`src/rtl/acp_burst_feeder.sv`:
```
// acp_burst_feeder: FWFT FIFO and burst command FSM ahead of the PS ACP write tx stage.
// Define ACP_FEED_STATS_EN to add the stat_bursts / stat_drops counters.
module acp_burst_feeder #(
    parameter int FIFO_AW   = 6,
    parameter int BURST_LEN = 16
) (
    input  logic               clk,
    input  logic               rst,
    input  logic               enable,
    input  logic [31:0]        cfg_base,
    input  logic [31:0]        cfg_size,
    input  logic [63:0]        in_data,
    input  logic               in_valid,
    output logic               in_ready,
    output logic               tx_en,
    input  logic               tx_rdy,
    output logic [31:0]        tx_awaddr,
    output logic [2:0]         tx_awid,
    output logic [63:0]        tx_wdata,
    input  logic               tx_wdreq,
    output logic [FIFO_AW:0]   fifo_level,
    output logic               err_underrun
`ifdef ACP_FEED_STATS_EN
    ,
    output logic [31:0]        stat_bursts,
    output logic [31:0]        stat_drops
`endif
);
    // state  | meaning
    // S_IDLE | waiting for enable, tx_rdy and a full uncommitted burst in the FIFO
    // S_BUSY | tx_en issued, waiting for the tx stage to drop tx_rdy (4-cycle timeout)
    // S_WAIT | burst accepted, beats being drained, waiting for tx_rdy to return
    localparam logic [1:0] S_IDLE = 2'd0;
    localparam logic [1:0] S_BUSY = 2'd1;
    localparam logic [1:0] S_WAIT = 2'd2;

    localparam int OW = FIFO_AW + 1;
    localparam int LW = FIFO_AW + 2;
    localparam logic [OW-1:0] BURST_W   = OW'(BURST_LEN);
    localparam logic [31:0]   ALIGN_MSK = 32'hFFFF_FF80;

    logic [63:0]        mem [0:(1<<FIFO_AW)-1];
    logic [FIFO_AW-1:0] wr_ptr;
    logic [FIFO_AW-1:0] rd_ptr;
    logic               empty;
    logic               full;
    logic               push;
    logic               pop;

    logic [1:0]         state;
    logic [1:0]         tmr;
    logic               en_d;
    logic               en_rise;
    logic               cfg_pend;
    logic [31:0]        pend_base;
    logic [31:0]        pend_size;
    logic [31:0]        base_r;
    logic [31:0]        size_r;
    logic [31:0]        offset_r;
    logic [31:0]        off_nxt;
    logic [32:0]        off_sum;
    logic [2:0]         next_id;
    logic [OW-1:0]      outstanding;
    logic [OW-1:0]      out_nxt;
    logic               credit_ok;
    logic               launch;
    logic               timeout;

    assign empty    = (fifo_level == '0);
    assign full     = fifo_level[FIFO_AW];
    assign pop      = tx_wdreq & ~empty;
    assign in_ready = ~full | pop;
    assign push     = in_valid & in_ready;
    assign tx_wdata = empty ? 64'd0 : mem[rd_ptr];

    always_ff @(posedge clk) begin
        if (push) mem[wr_ptr] <= in_data;
    end

    always_ff @(posedge clk or posedge rst) begin
        if (rst) begin
            wr_ptr     <= '0;
            rd_ptr     <= '0;
            fifo_level <= '0;
        end else begin
            if (push) wr_ptr <= wr_ptr + FIFO_AW'(1);
            if (pop)  rd_ptr <= rd_ptr + FIFO_AW'(1);
            if (push && !pop)      fifo_level <= fifo_level + OW'(1);
            else if (pop && !push) fifo_level <= fifo_level - OW'(1);
        end
    end

    // Words already promised to an issued burst are excluded from the launch check.
    assign credit_ok = LW'(fifo_level) >= (LW'(BURST_W) + LW'(outstanding));
    assign en_rise   = enable & ~en_d;
    assign launch    = (state == S_IDLE) & enable & tx_rdy & credit_ok & ~en_rise & ~cfg_pend;
    assign timeout   = (state == S_BUSY) & tx_rdy & (tmr == 2'd0);
    assign off_sum   = {1'b0, offset_r} + 33'd128;
    assign off_nxt   = (off_sum >= {1'b0, size_r}) ? 32'd0 : off_sum[31:0];

    always_comb begin
        out_nxt = outstanding;
        if (pop && outstanding != '0) out_nxt = outstanding - OW'(1);
        if (launch)       out_nxt = out_nxt + BURST_W;
        else if (timeout) out_nxt = (out_nxt >= BURST_W) ? out_nxt - BURST_W : '0;
    end

    always_ff @(posedge clk or posedge rst) begin
        if (rst) begin
            state        <= S_IDLE;
            tmr          <= 2'd0;
            en_d         <= 1'b0;
            cfg_pend     <= 1'b0;
            pend_base    <= 32'd0;
            pend_size    <= 32'd0;
            base_r       <= 32'd0;
            size_r       <= 32'd0;
            offset_r     <= 32'd0;
            next_id      <= 3'd0;
            outstanding  <= '0;
            tx_en        <= 1'b0;
            tx_awaddr    <= 32'd0;
            tx_awid      <= 3'd0;
            err_underrun <= 1'b0;
        end else begin
            en_d        <= enable;
            tx_en       <= 1'b0;
            outstanding <= out_nxt;
            if ((tx_wdreq && empty) || timeout) err_underrun <= 1'b1;

            if (en_rise && state != S_IDLE) begin
                cfg_pend  <= 1'b1;
                pend_base <= cfg_base & ALIGN_MSK;
                pend_size <= cfg_size & ALIGN_MSK;
            end

            case (state)
                S_IDLE: begin
                    if (en_rise) begin
                        base_r   <= cfg_base & ALIGN_MSK;
                        size_r   <= cfg_size & ALIGN_MSK;
                        offset_r <= 32'd0;
                    end else if (cfg_pend) begin
                        base_r   <= pend_base;
                        size_r   <= pend_size;
                        offset_r <= 32'd0;
                        cfg_pend <= 1'b0;
                    end else if (launch) begin
                        tx_en     <= 1'b1;
                        tx_awaddr <= base_r + offset_r;
                        tx_awid   <= next_id;
                        tmr       <= 2'd3;
                        state     <= S_BUSY;
                    end
                end
                S_BUSY: begin
                    if (!tx_rdy) begin
                        state <= S_WAIT;
                    end else if (tmr == 2'd0) begin
                        state <= S_IDLE;
                    end else begin
                        tmr <= tmr - 2'd1;
                    end
                end
                S_WAIT: begin
                    if (tx_rdy) begin
                        offset_r <= off_nxt;
                        next_id  <= next_id + 3'd1;
                        state    <= S_IDLE;
                    end
                end
                default: state <= S_IDLE;
            endcase
        end
    end

`ifdef ACP_FEED_STATS_EN
    always_ff @(posedge clk or posedge rst) begin
        if (rst) begin
            stat_bursts <= 32'd0;
            stat_drops  <= 32'd0;
        end else begin
            if (launch)               stat_bursts <= stat_bursts + 32'd1;
            if (in_valid && !in_ready) stat_drops <= stat_drops + 32'd1;
        end
    end
`endif

endmodule

```
`config.mk`:
```
export PLATFORM = sky130hd
export DESIGN_NAME = acp_burst_feeder
export DESIGN_NICKNAME = d
export VERILOG_FILES = /design/src/rtl/acp_burst_feeder.sv
export SDC_FILE = /design/constraint.sdc
export NUM_CORES = 2
export LEC_CHECK = 0
export CORE_ASPECT_RATIO = 0.7
export CORE_UTILIZATION = 56
export DETAILED_ROUTE_END_ITERATION = 16
export GPL_ROUTABILITY_DRIVEN = 0
export PLACE_DENSITY = 0.81
export SLEW_MARGIN = 10
export SYNTH_ARGS = -nofsm -noshare
export SYNTH_HDL_FRONTEND = slang
export SYNTH_SLANG_ARGS = --single-unit
```
`constraint.sdc`:
```
create_clock -name clk -period 5.8 [get_ports clk]
set_input_delay 1.16 -clock clk [delete_from_list [all_inputs] [get_ports clk]]
set_output_delay 1.16 -clock clk [all_outputs]
set_load 0.05 [all_outputs]
```
### After elaboration in Yosys (flattened, before gate mapping)

Memory sizes are Yosys's and may differ from the RTL's.
Cells that the tools add are included.

* output and inout bits: 109
* memories: 1
* register bits: 218
* bits of input ports: 134
* logic and storage cells: 122
* bits in writable memories: 4096

* equal/unequal tests: 10
* add/subtract/negate cells: 12
* $lt $le $gt $ge: 3
* bitwise gates (word level): 16
* multiplexer cells: 39
* reduce and logical (&&, ||, !) cells: 23

Memory list
* mem: depth 64, width 64, rd ports 1, clocked after Yosys merged registers in 0, write ports 1, line 42 `logic [63:0] mem [0:(1<<FIFO_AW)-1];`

Operators with widths (count)
* $mux W32: 8
* $mux W64: 1
* $pmux W32 S2: 1
* $mux W7: 6
* $add A32 B8 Y33 const B: 1
* $ge A33 B32 Y1: 1
* $add A32 B32 Y32: 1
* $mux W2: 11
* $sub A7 B1 Y7 const B: 2
* $add A6 B1 Y6 const B: 2
* $ne A2 B2 Y1 const B: 6
* $and A1 B1 Y1: 10
* $mux W1: 10
* $reduce_bool A2 Y1: 5
* $add A5 B7 Y8 const A: 1
* $ge A7 B8 Y1: 1
* $add A7 B1 Y7 const B: 1
* $add A7 B5 Y7 const B: 1
* $ge A7 B5 Y1 const B: 1
* $logic_not A7 Y1: 1
* $reduce_bool A7 Y1: 1
* $sub A7 B5 Y7 const B: 1
* $pmux W2 S3: 1
* $reduce_and A6 Y1: 1
* other kinds (17): 28

### Longest topological paths before layout

* word-level depth: 10
* mapped depth: 16
* gate-level depth less buffers: 14

### Worst setup path before layout

No wires, ideal clock.

* kind: input port to flip-flop
* start point: input tx_wdreq
* end point: memory mem[62][0] (enable)
* cell stages on the path: 7
* arrival: 5.282 ns
* slack: 0.031 ns
* required time: 5.313 ns
* library setup time: 0.487 ns
* buffers on the path: 1
* path through: inv_1 > nand2_1 > and2_1 > clkbuf_1 > nor2b_1 > nand3_1 > nor2_1

* cells in the longest elaborated chain, start to end: 5

RTL lines
* start: declaration: line 20 `input logic tx_wdreq,`
* $and A1 B1 Y1: line 71 `assign pop = tx_wdreq & ~empty;`
* $or A1 B1 Y1: line 72 `assign in_ready = ~full | pop;`
* via in_ready: line 14 `output logic in_ready,`
* $and A1 B1 Y1: line 73 `assign push = in_valid & in_ready;`
* via push: line 47 `logic push;`
* $mux W1: line 77 `if (push) mem[wr_ptr] <= in_data;`
* $mux W1 (not written as such): line 77
* end: declaration: line 42

The timed path passes the listed nets, and every way through them passes these cells.

### Final worst setup path

* start point: register rd_ptr[1]
* end point: output tx_wdata[29]

* cells in the longest elaborated chain, start to end: 2

RTL lines
* start: declaration: line 44 `logic [FIFO_AW-1:0] rd_ptr;`
* start signal: assignment: line 87 `if (pop) rd_ptr <= rd_ptr + FIFO_AW'(1);`
* $mem_v2 Z64 W64
* $mux W64: line 74 `assign tx_wdata = empty ? 64'd0 : mem[rd_ptr];`
* end: declaration: line 19 `output logic [63:0] tx_wdata,`

Every way passes these cells.

==> flow_metrics.py <==
metrics = {
    "finish": {
        "final_cell_mix": "4096 x edfxtp_1, 1251 x mux4_2, 388 x clkbuf_16, 229 x buf_4, 185 x dfrtp_1",
        "fillerInstances": 17614,
        "layout_commonest_cell": "edfxtp_1",
        "fin_nets": 7876,
        "final_cells": 11957,
        "drive_above_1_share_pct": 29.4,
        "post-route-util_pct": 64.0,
        "area.growth.synth_to_final_pct": 13.2,
    },
    "yosys": {
        "netlist_area_mm2": 0.166,
        "seq_area_frac_synth_pct": 76.9,
        "synth-seq-cells": 4286,
        "synth_cell_type_count": 70,
        "synthArstFlopShare_pct": 4.43,
        "ys_dominant_reg_cell": "edfxtp_1",
        "syn_inst": 7118,
        "avgSynthCellArea_um2": 23.3,
        "yosys_warnings": 0,
        "synth_edf_count": 4096,
    },
    "power": {
        "power_density_mw_per_mm2": 488,
        "vdd_drop_max_mv": 1.00,
        "power_mw": 91.8,
        "leakage_nw": 59.7,
    },
    "timing": {
        "rsz0062_at_grt": "false",
        "fmax_ghz": 0.173,
        "max_slew_margin_pct": 16.7,
        "fin_tns_setup_ns": 0,
        "setup_violations": 0,
        "clock_skew_ns": 0.0713,
        "period_needed_ns": 5.78,
        "report.final.slew_viol_count": 0,
        "max_slew.worst_pin.slew_ns": 1.25,
        "hold_violations": 0,
        "timing.final.ws_setup_ns": 0.0170,
        "min_period_over_period_pct": 99.7,
    },
    "global_route": {
        "grt_max_degree": 107,
        "grt_pass1_wl_um": 696000,
        "grt_usage_pct": 33.9,
        "antenna_found_initial": 38,
        "grt_pass1_vias": 88184,
        "grt_overflow": 0,
    },
    "routing": {
        "drt_iter0_markers": 15895,
        "route.detailed.drc": 0,
        "via_per_inst": 7.27,
        "wl_per_cell_um": 42.3,
        "vias": 86976,
        "routed_wl_um": 506000,
        "ant_nets": 0,
        "dr.pass1.iters": 6,
    },
    "clock_tree": {
        "cts_sinks": 4286,
        "clk_pin_slew_ns": 0.07,
        "cts_tree": "built",
        "insertion_delay_ns": 0.96,
        "htreeDepth": 5,
        "root_buffer": "clkbuf_16",
        "cts_max_path_buffers": 4,
        "ctsHoldBuffers": 0,
        "cts_made_buffers": 384,
    },
    "critical_path": {
        "required_ns": 4.64,
        "path_max_fanout": 80,
        "timing.rr.start": "offset_r[7]",
        "cp.arrival_ns": 4.62,
        "ff2ff_setup_slack_ns": 1.47,
        "critPathCaptureType": "primary output",
        "start_kind": "flop",
        "setup.worst_path.class": "flop to primary output",
        "rr_worst_depth": 14,
        "r2r_end": "offset_r[24]",
    },
    "worst_hold_path": {
        "hold_end": "size_r[10]",
        "min_path_type": "flop to flop",
        "min_path_cells": 2,
        "hold_start": "size_r[10]",
    },
    "floorplan": {
        "core-area_mm2": 0.294,
        "top_level_ports": 243,
        "start_util_pct": 56.6,
        "die_width_um": 653,
        "die_area_mm2": 0.299,
        "die_h_um": 458,
        "num_rows": 166,
    },
    "place": {
        "dpl.hpwl_um": 240000,
        "pre_cts_slack_ns": 0.751,
        "numPortBuffers": 221,
        "placedCellCount": 11222,
    },
    "outcome": {
        "status": "completed",
    },
    "run": {
        "cap_violations": 0,
    },
}
-- report_power, final --
part / switching [mW] / internal [mW]
clock: 11.8 / 13.8
sequential: 0.875 / 35.3
combinational: 17.4 / 12.6
-- layout make-up --
cell class	instances	area [µm²]	share of cell area [%]
diodes	29	72.6	0.0386
well taps	3948	4940	2.63
clock buffers	471	10000	5.34
repair buffers	535	5830	3.10
flip-flops and latches	4286	128000	67.9
clock inverters	229	2160	1.15
multi-input cells	2403	37000	19.7
inverters	56	221	0.118
-- stage by stage --
step	area [µm²]	hold WS, ns
after floorplan	166000	0.438
after global placement	176000	0.457
after detailed placement	176000	0.471
after CTS	188000	0.487
after global routing	188000	0.507
final	188000	0.479
-- critical path: stages (launching register included) --
cell and delay (ns):
dfrtp_4 0.77, buf_12 0.45, buf_4 0.48, mux4_2 0.41, mux4_2 0.50, mux2i_1 0.31, o22ai_1 0.26, buf_4 0.28
-- Yosys cell counts (all sizes together) (6+ instances only) --
library cell | count | area (µm²)
a211oi | 46 | 345
a21o | 21 | 158
a21oi | 56 | 284
a22o | 7 | 61.3
a22oi | 14 | 105
a31oi | 10 | 62.6
a32o | 10 | 100
and3 | 15 | 93.8
buf | 181 | 940
clkbuf | 198 | 743
dfrtp | 190 | 4750
edfxtp | 4096 | 123000
ha | 74 | 926
inv | 55 | 206
mux2 | 58 | 653
mux2i | 184 | 1840
mux4 | 1251 | 28200
nand2 | 124 | 465
nand3 | 29 | 145
nand4 | 12 | 75.1
nor2 | 113 | 424
nor2b | 41 | 257
nor3 | 10 | 50.1
o21ai | 111 | 556
o21bai | 7 | 52.6
o22ai | 52 | 325
o31ai | 6 | 45.0
xnor2 | 45 | 394
xor2 | 23 | 201
-- state kept, by name, indices dropped and copies added, names as in the netlist --
name,flops
next_id,3
pend_base,25
tmr,2
pend_size,25
wr_ptr,6
base_r,25
tx_en,1
offset_r,25
err_underrun,1
rd_ptr,6
mem,4096
fifo_level,7
tx_awaddr,25
outstanding,7
size_r,25
state,2
tx_awid,3
cfg_pend,1
en_d,1
-- what timing repair did --
item	CTS	global route
setup buffers	6	0
setup endpoints to repair	56	0
hold endpoints to repair	0	0
resized for setup	6	0
-- logic make-up after synthesis --
| group | synth area share, % |
|---|---|
| multiplexers | 18.5 |
| AO/OA/AOI/OAI | 1.43 |
| flip-flops | 76.9 |
| other | 0.00226 |
| AND/OR/NAND/NOR | 1.11 |
| buffers and inverters | 1.14 |
| XOR/XNOR | 0.359 |
| adder cells (fa/ha/maj) | 0.582 |
-- routing by layer --
| metal | routed length (µm) | vias up | share of wire (%) | global-route usage, % |
|---|---|---|---|---|
| li1 | - | 31459 | - | - |
| met1 | 156000 | 44790 | 31 | 43.5 |
| met2 | 236000 | 8726 | 47 | 52.3 |
| met3 | 80400 | 1963 | 16 | 10.5 |
| met4 | 33400 | 38 | 6.6 | 18.5 |
| met5 | 301 | - | 0.059 | 0.225 |
-- how the worst max path moves through the flow --
stage	startpoint	endpoint	slack, ns	cells after the start
global placement	rd_ptr[0]	tx_wdata[30]	0.82	6
CTS	rd_ptr[0]	tx_wdata[5]	0.10	9
detailed placement	rd_ptr[0]	tx_wdata[13]	0.75	8
floorplan	tx_wdreq	mem[62][0]	0.03	7
finish	rd_ptr[1]	tx_wdata[29]	0.02	7
global route	rd_ptr[1]	tx_wdata[29]	0.03	7
Power figures use the tool's default switching activity.
